### config.mk
export PLATFORM = sky130hd
export DESIGN_NAME = kiss_fsm_sequencer
export DESIGN_NICKNAME = d
export VERILOG_FILES = /design/src/rtl/kiss_fsm_sequencer.sv
export SDC_FILE = /design/constraint.sdc
export NUM_CORES = 1
export LEC_CHECK = 0
export ABC_AREA = 1
export BUFFER_PORTS_ARGS = -buffer_cell sky130_fd_sc_hd__clkbuf_2
export CAP_MARGIN = 10
export CORE_ASPECT_RATIO = 2
export CORE_UTILIZATION = 55
export DETAILED_ROUTE_END_ITERATION = 16
export GPL_ROUTABILITY_DRIVEN = 0
export HOLD_SLACK_MARGIN = 0.03
export PLACE_DENSITY = 0.78
export SLEW_MARGIN = 10
export SYNTH_ARGS = -nofsm -noshare
export SYNTH_HDL_FRONTEND = slang
export SYNTH_SLANG_ARGS = --single-unit
### constraint.sdc
create_clock -name clock -period 2.52 [get_ports clock]
set_input_delay 0.252 -clock clock [delete_from_list [all_inputs] [get_ports clock]]
set_output_delay 0.252 -clock clock [all_outputs]
set_load 0.005 [all_outputs]
### src/rtl/kiss_fsm_sequencer.sv
// Stimulus/check sequencer for a 4-in/2-out KISS FSM: resets it, replays stored vectors, compares outputs.
// Latency: start sampled -> 1 CLR cycle -> len+1 RUN cycles -> 1-cycle done pulse.
// No backpressure: one vector per clock; abort returns to IDLE immediately, program writes ignored while busy.
module kiss_fsm_sequencer #(
    parameter int DEPTH = 16,
    parameter int AW    = 4,
    parameter int CW    = 8
) (
    input  logic          clock,
    input  logic          reset,
    input  logic          wr_en,
    input  logic [AW-1:0] wr_addr,
    input  logic [5:0]    wr_data,
    input  logic [AW-1:0] len,
    input  logic          start,
    input  logic          abort,
    input  logic          loop_en,
    input  logic          stop_on_err,
    output logic          fsm_rst,
    output logic [3:0]    fsm_in,
    input  logic [1:0]    fsm_out,
    output logic          busy,
    output logic          done,
    output logic          err_flag,
    output logic [CW-1:0] err_cnt,
    output logic [AW-1:0] first_err_addr
);

    typedef enum logic [1:0] {S_IDLE, S_CLR, S_RUN, S_DONE} state_t;

    state_t        state_q, state_d;
    logic [AW-1:0] ptr_q, ptr_d;
    logic [AW-1:0] len_q;
    logic          loop_q;
    logic          stop_q;
    logic [5:0]    mem [DEPTH];
    logic [5:0]    cur_entry;
    logic          go;
    logic          mismatch;
    logic          at_end;

    // Entry under the pointer; [5:2] is the stimulus, [1:0] the expected FSM output.
    assign cur_entry = mem[ptr_q];
    // A run is accepted only from IDLE, and abort on the same cycle cancels it.
    assign go        = (state_q == S_IDLE) && start && !abort;
    assign mismatch  = (state_q == S_RUN) && (fsm_out != cur_entry[1:0]);
    assign at_end    = (ptr_q == len_q);

    // Status and stimulus decoded from the state so async reset clears them at once.
    assign busy    = (state_q == S_CLR) || (state_q == S_RUN);
    assign done    = (state_q == S_DONE);
    assign fsm_rst = (state_q == S_CLR);
    assign fsm_in  = (state_q == S_RUN) ? cur_entry[5:2] : 4'b0000;

    // Program memory: not reset, so contents survive a mid-run reset.
    always_ff @(posedge clock) begin
        if (wr_en && !busy) begin
            mem[wr_addr] <= wr_data;
        end
    end

    // State and pointer registers.
    always_ff @(posedge clock or posedge reset) begin
        if (reset) begin
            state_q <= S_IDLE;
            ptr_q   <= '0;
        end else begin
            state_q <= state_d;
            ptr_q   <= ptr_d;
        end
    end

    // Run configuration is captured when a run is accepted and held for its duration.
    always_ff @(posedge clock or posedge reset) begin
        if (reset) begin
            len_q  <= '0;
            loop_q <= 1'b0;
            stop_q <= 1'b0;
        end else if (go) begin
            len_q  <= len;
            loop_q <= loop_en;
            stop_q <= stop_on_err;
        end
    end

    // Next state and pointer: abort outranks stop-on-error, which outranks end-of-sequence.
    always_comb begin
        state_d = state_q;
        ptr_d   = ptr_q;
        case (state_q)
            S_IDLE: begin
                if (go) begin
                    state_d = S_CLR;
                end
            end
            S_CLR: begin
                ptr_d = '0;
                if (abort) begin
                    state_d = S_IDLE;
                end else begin
                    state_d = S_RUN;
                end
            end
            S_RUN: begin
                if (abort) begin
                    state_d = S_IDLE;
                end else if (stop_q && mismatch) begin
                    state_d = S_DONE;
                end else if (at_end) begin
                    if (loop_q) begin
                        ptr_d = '0;
                    end else begin
                        state_d = S_DONE;
                    end
                end else begin
                    ptr_d = ptr_q + AW'(1);
                end
            end
            S_DONE: begin
                state_d = S_IDLE;
            end
            default: begin
                state_d = S_IDLE;
            end
        endcase
    end

    // Error results: cleared by an accepted start, frozen by abort, counter saturates.
    always_ff @(posedge clock or posedge reset) begin
        if (reset) begin
            err_cnt        <= '0;
            err_flag       <= 1'b0;
            first_err_addr <= '0;
        end else if (go) begin
            err_cnt        <= '0;
            err_flag       <= 1'b0;
            first_err_addr <= '0;
        end else if (mismatch && !abort) begin
            if (err_cnt != {CW{1'b1}}) begin
                err_cnt <= err_cnt + CW'(1);
            end
            if (!err_flag) begin
                err_flag       <= 1'b1;
                first_err_addr <= ptr_q;
            end
        end
    end

endmodule

* Word level (Yosys, flattened, before mapping)
Memories as Yosys holds them, arrays and structs flattened. Index checks and enable logic that the tools add are counted.
Cells by class: add/sub/neg operators 2, mux-type cells 23, eq/ne operators 13, reductions and logical operators 17
Operators with widths (number):
- $mux W4 | 8
- $mux W8 | 3
- $mux W2 | 6
- $add A8 B1 Y8 const B | 1
- $ne A4 B3 Y1 const B | 2
- $ne A8 B8 Y1 const B | 1
- $pmux W2 S4 | 1
- $pmux W4 S2 | 1
- $logic_and A1 B1 Y1 | 6
- $ne A2 B2 Y1 const B | 3
- $reduce_bool A2 Y1 | 3
- $add A4 B1 Y4 const B | 1
- $eq A2 B2 Y1 const B | 2
- $eq A4 B4 Y1 | 1
- $mux W1 | 4
- $reduce_and A2 Y1 | 2
- $reduce_and A4 Y1 | 1
- $ne A3 B3 Y1 const B | 1
- $reduce_and A3 Y1 | 1
- $eq A2 B1 Y1 const B | 1
- $logic_not A1 Y1 | 2
- $logic_not A2 Y1 | 1
- $ne A2 B1 Y1 const B | 1
- $ne A2 B2 Y1 | 1
- $logic_or A1 B1 Y1 | 1
Storage, ports and cells: output and inout bits 20, flip-flop bits (word level) 25, word-level logic and storage cells 64, bits of input ports 23, memories kept 1, RAM bits 96
Memories:
- mem | depth 16, bits a word 6, read ports 1, clocked after memory_dff 0, wr ports 1, line 36 | logic [5:0] mem [DEPTH];

* Logic depth before layout (Yosys ltp)
An unclocked memory read counts as a cell.
depth after elaboration 7, mapped depth 16, mapped depth without buffers 15

* Worst setup path after synthesis
No wires, ideal clock.
kind reg2reg, start register state_q[0], end memory mem[0][0] (enable), required time 2170 ps, stages on the path, launching flop included 6, clock period less this slack 1762 ps, path buffers 0, arrival time 1412 ps, library setup time 350 ps, slack 758 ps, cells stage by stage dfrtp_1 inv_1 ha_1 nor2_1 nand3_1 nor2_1
On the way: word-level cells in the longest chain between the ends 6, elaborated cells between the ends (all ways) 7, those cells by class eq/ne: 2; mux: 2; reduce/logical: 3
Ends and longest elaborated chain:
- from (decl) | line 31 | state_t state_q, state_d;
- from (signal assigned) | line 68 | state_q <= state_d;
- $eq A2 B1 Y1 / $eq A2 B2 Y1 (equally long branches) | line 50 | assign busy = (state_q == S_CLR) || (state_q == S_RUN);
- $logic_or A1 B1 Y1 (*) | line 50
- via busy | line 22 | output logic busy,
- $logic_not A1 Y1 (*) | line 57 | if (wr_en && !busy) begin
- $logic_and A1 B1 Y1 (*) | line 57
- $mux W1 (*) | line 57
- $mux W1 (not written as such) (*) | line 58 | mem[wr_addr] <= wr_data;
- to (decl) | line 36
Mark *: on every way through the listed nets, which the timed path passes. The rest lies on a longest branch.

* Worst setup path after layout
start register ptr_q[1], end output port fsm_in[2]
On the way: word-level cells in the longest chain between the ends 2
Ends and longest elaborated chain:
- from (decl) | line 32 | logic [AW-1:0] ptr_q, ptr_d;
- from (signal assigned) | line 69 | ptr_q <= ptr_d;
- $mem_v2 Z16 W6
- $mux W4 | line 53 | assign fsm_in = (state_q == S_RUN) ? cur_entry[5:2] : 4'b0000;
- to (decl) | line 20 | output logic [3:0] fsm_in,
No other way between the ends.

==> impl_metrics.py <==
metrics = {
    "outcome": {
        "status": "finished clean",
    },
    "worst_setup_path": {
        "worstPathMaxFanout": 14,
        "cp.required_ns": 2.27,
        "cp-start-kind": "register",
        "setup.worst_path.class": "reg2out",
        "arrival_ns": 2.24,
        "end_kind": "output port",
    },
    "clock_network": {
        "clk_pin_slew_ns": 0.06,
        "clock_latency_ns": 0.42,
        "cts.path.max_buffers": 2,
        "cts_made_buffers": 17,
        "cts_root_buffer": "clkbuf_16",
        "cts.sinks": 121,
        "cts_max_level": 4,
        "cts_tree": "built",
    },
    "power": {
        "total_power_uw": 6155,
        "internal_power_uw": 4314,
        "p_comb_share_pct": 19.6,
        "clkPwrFrac_pct": 40.6,
        "swShare_pct": 29.90,
        "p_per_area_mw_per_mm2": 961.5,
        "p_leak_uw": 0.002643,
        "pwr-share-seq_pct": 39.7,
        "switchingPower_uw": 1840,
        "ir_worst_vdd_uv": 793.8,
    },
    "yosys": {
        "synthArstFlopShare_pct": 20.66,
        "ys.flop_type": "edfxtp_1",
        "synth_area_sq_mm": 0.005408,
        "syn-instance-count": 516,
        "yosys-top-cells-count": "nand2_1 (115), edfxtp_1 (96), nor2_1 (81)",
        "syn-mean-instance-area_sq_um": 10.48,
        "yosysTopAreaCellShare_pct": 53.31,
        "syn_nets": 546,
        "synth-seq-cells": 121,
        "synth_top_area_cell": "edfxtp_1",
        "synthMostInstantiatedCell": "nand2_1",
        "synthTopCellsByArea": "edfxtp_1 (53%), dfrtp_1 (12%), nand2_1 (8.0%)",
        "synth_cell_types": 32,
        "yosys_warnings": 0,
        "synth_edf_count": 96,
        "seq_area_frac_synth_pct": 64.88,
    },
    "floorplan": {
        "start_util_pct": 57.25,
        "rows": 50,
        "die_height_microns": 142.2,
        "core_sq_mm": 0.009447,
        "die-area_sq_mm": 0.01026,
        "io_pins": 43,
        "die_x_microns": 72.12,
    },
    "placed_design": {
        "port_buffers": 42,
        "dp_hpwl_mm": 9.114,
        "placedInstanceArea_sq_mm": 0.005752,
    },
    "grt": {
        "use_met3_pct": 6.374,
        "track_usage_pct": 27.39,
        "met2_usage_pct": 48.11,
        "antenna_found_initial": 0,
        "grt_max_degree": 33,
        "grt_pass1_wl_mm": 19.73,
        "busiest_layer": "met2",
        "grt-ovfl-total": 0,
        "grt_pass1_vias": 3957,
        "grt.met1_usage_pct": 25.40,
    },
    "sta": {
        "finalSetupViolCount": 0,
        "fin_crit_sh_pct": 98.70,
        "worst_slew_pin_slew_ns": 0.9648,
        "drv_slew": 0,
        "rsz0062_at_grt": "true",
        "fmax_mhz": 402.0,
        "relSlewSlack_pct": 35.61,
        "setup_tns_ns": 0,
        "fin_crit_ns": 2.487,
        "clock_skew_ns": 0.008181,
        "hold_violations": 0,
    },
    "drt": {
        "via_count": 4063,
        "wire_per_inst_microns": 18.65,
        "route.detailed.drc": 0,
        "first_pass_iters": 5,
        "routed_wl_mm": 13.24,
        "via_per_inst": 5.723,
        "drtIter0Drc": 365,
        "ant_nets": 0,
    },
    "finish": {
        "n_antenna_cell": 0,
        "final.fill_count": 664,
        "finalInstanceArea_sq_mm": 0.006401,
        "area.growth.synth_to_final_pct": 18.37,
        "drive_above_1_share_pct": 17.24,
        "post-route-util_pct": 67.76,
        "fin_nets": 597,
    },
    "worst_hold_path": {
        "worst_hold_path_type": "in2async",
    },
    "job": {
        "drv_cap": 0,
    },
}
area by class of cell:
| class | count | area [sq um] | share of cell area, % |
|---|---|---|---|
| repair buffers | 52 | 299.0 | 4.672 |
| multi-input cells | 336 | 1660 | 25.94 |
| clock buffers | 18 | 429.2 | 6.704 |
| flip-flops and latches | 121 | 3511 | 54.85 |
| well taps | 130 | 162.7 | 2.541 |
| inverters | 39 | 156.4 | 2.443 |
| clock inverters | 14 | 182.7 | 2.854 |
power by group through the flow:
stage | Combinational [uW] | Sequential [uW] | Clock [uW]
after global routing | 1350 | 2460 | 2590
after detailed placement | 1160 | 2470 | 0
after CTS | 1180 | 2440 | 2500
after floorplan | 807 | 2450 | 0
final | 1210 | 2450 | 2500
after global placement | 1140 | 2470 | 0
sequential cells by signal, indices dropped and copies added, names as in the netlist:
| name | cells |
|---|---|
| mem | 96 |
| first_err_addr | 4 |
| err_flag | 1 |
| ptr_q | 4 |
| loop_q | 1 |
| err_cnt | 8 |
| stop_q | 1 |
| len_q | 4 |
| state_q | 2 |
cells in the final DEF (no fill, tap or decap), types with 4 or more instances in the layout:
cell	count
nand2_1	115
edfxtp_1	96
nor2_1	81
clkbuf_2	42
o21ai_0	38
inv_1	35
nand3_1	32
dfrtp_1	23
clkbuf_16	17
o221ai_1	9
a21oi_1	8
inv_6	7
nand4_1	7
ha_1	7
o22ai_1	6
buf_4	6
o211ai_1	5
xnor2_1	4
what timing repair did:
action,in CTS,in global routing
gates resized for setup,3,7
setup endpoints to repair,3,2
endpoints found under the hold margin,1,0
buffers inserted,0,0
hold buffers,1,0
path summary, 6_finish.rpt:
| path | endpoint | from | cells after the start | slack (ns) |
|---|---|---|---|---|
| min in group clock | stop_q | stop_on_err | 3 | 0.04 |
| setup / recovery | fsm_in[2] | ptr_q[1] | 6 | 0.03 |
| max in group asynchronous | ptr_q[2] | reset | 2 | 1.83 |
| hold / removal | err_cnt[4] | reset | 2 | 0.02 |
| hold reg to reg | stop_q | stop_q | 2 | 0.49 |
| setup reg to reg | mem[13][1] | state_q[1] | 5 | 0.16 |
per-stage QoR:
step	std cells	hold WS [ns]	setup slack (ns)
after floorplan	516	0.2793	0.7579
after global placement	677	0.4499	0.2672
after detailed placement	677	0.4531	0.2061
after CTS	710	0.03456	0.02094
after global routing	710	0.05403	0.004362
final	710	0.02166	0.03268
critical path, stage by stage (launching register included):
cell      delay [ns]
dfrtp_2         0.55
buf_6           0.20
o21ai_0         0.16
o221ai_1        0.27
nand3_1         0.17
a21oi_1         0.28
clkbuf_2        0.17
kinds of logic (layout without fill, tap and decap cells):
family	count (synthesis)	in the layout	synth area share, %
xor+xnor	7	7	1.134
buf+inv	59	123	4.535
simple gates	250	250	20.01
flops	121	121	64.88
fa+ha+maj	7	7	1.620
compound gates	72	72	7.821
per-layer routing:
metal	vias up	share of wire, %
li1	1882	-
met1	1884	32
met2	234	53
met3	63	6.8
met4	0	8.3
met5	-	0
Power figures use the tool's default switching activity.
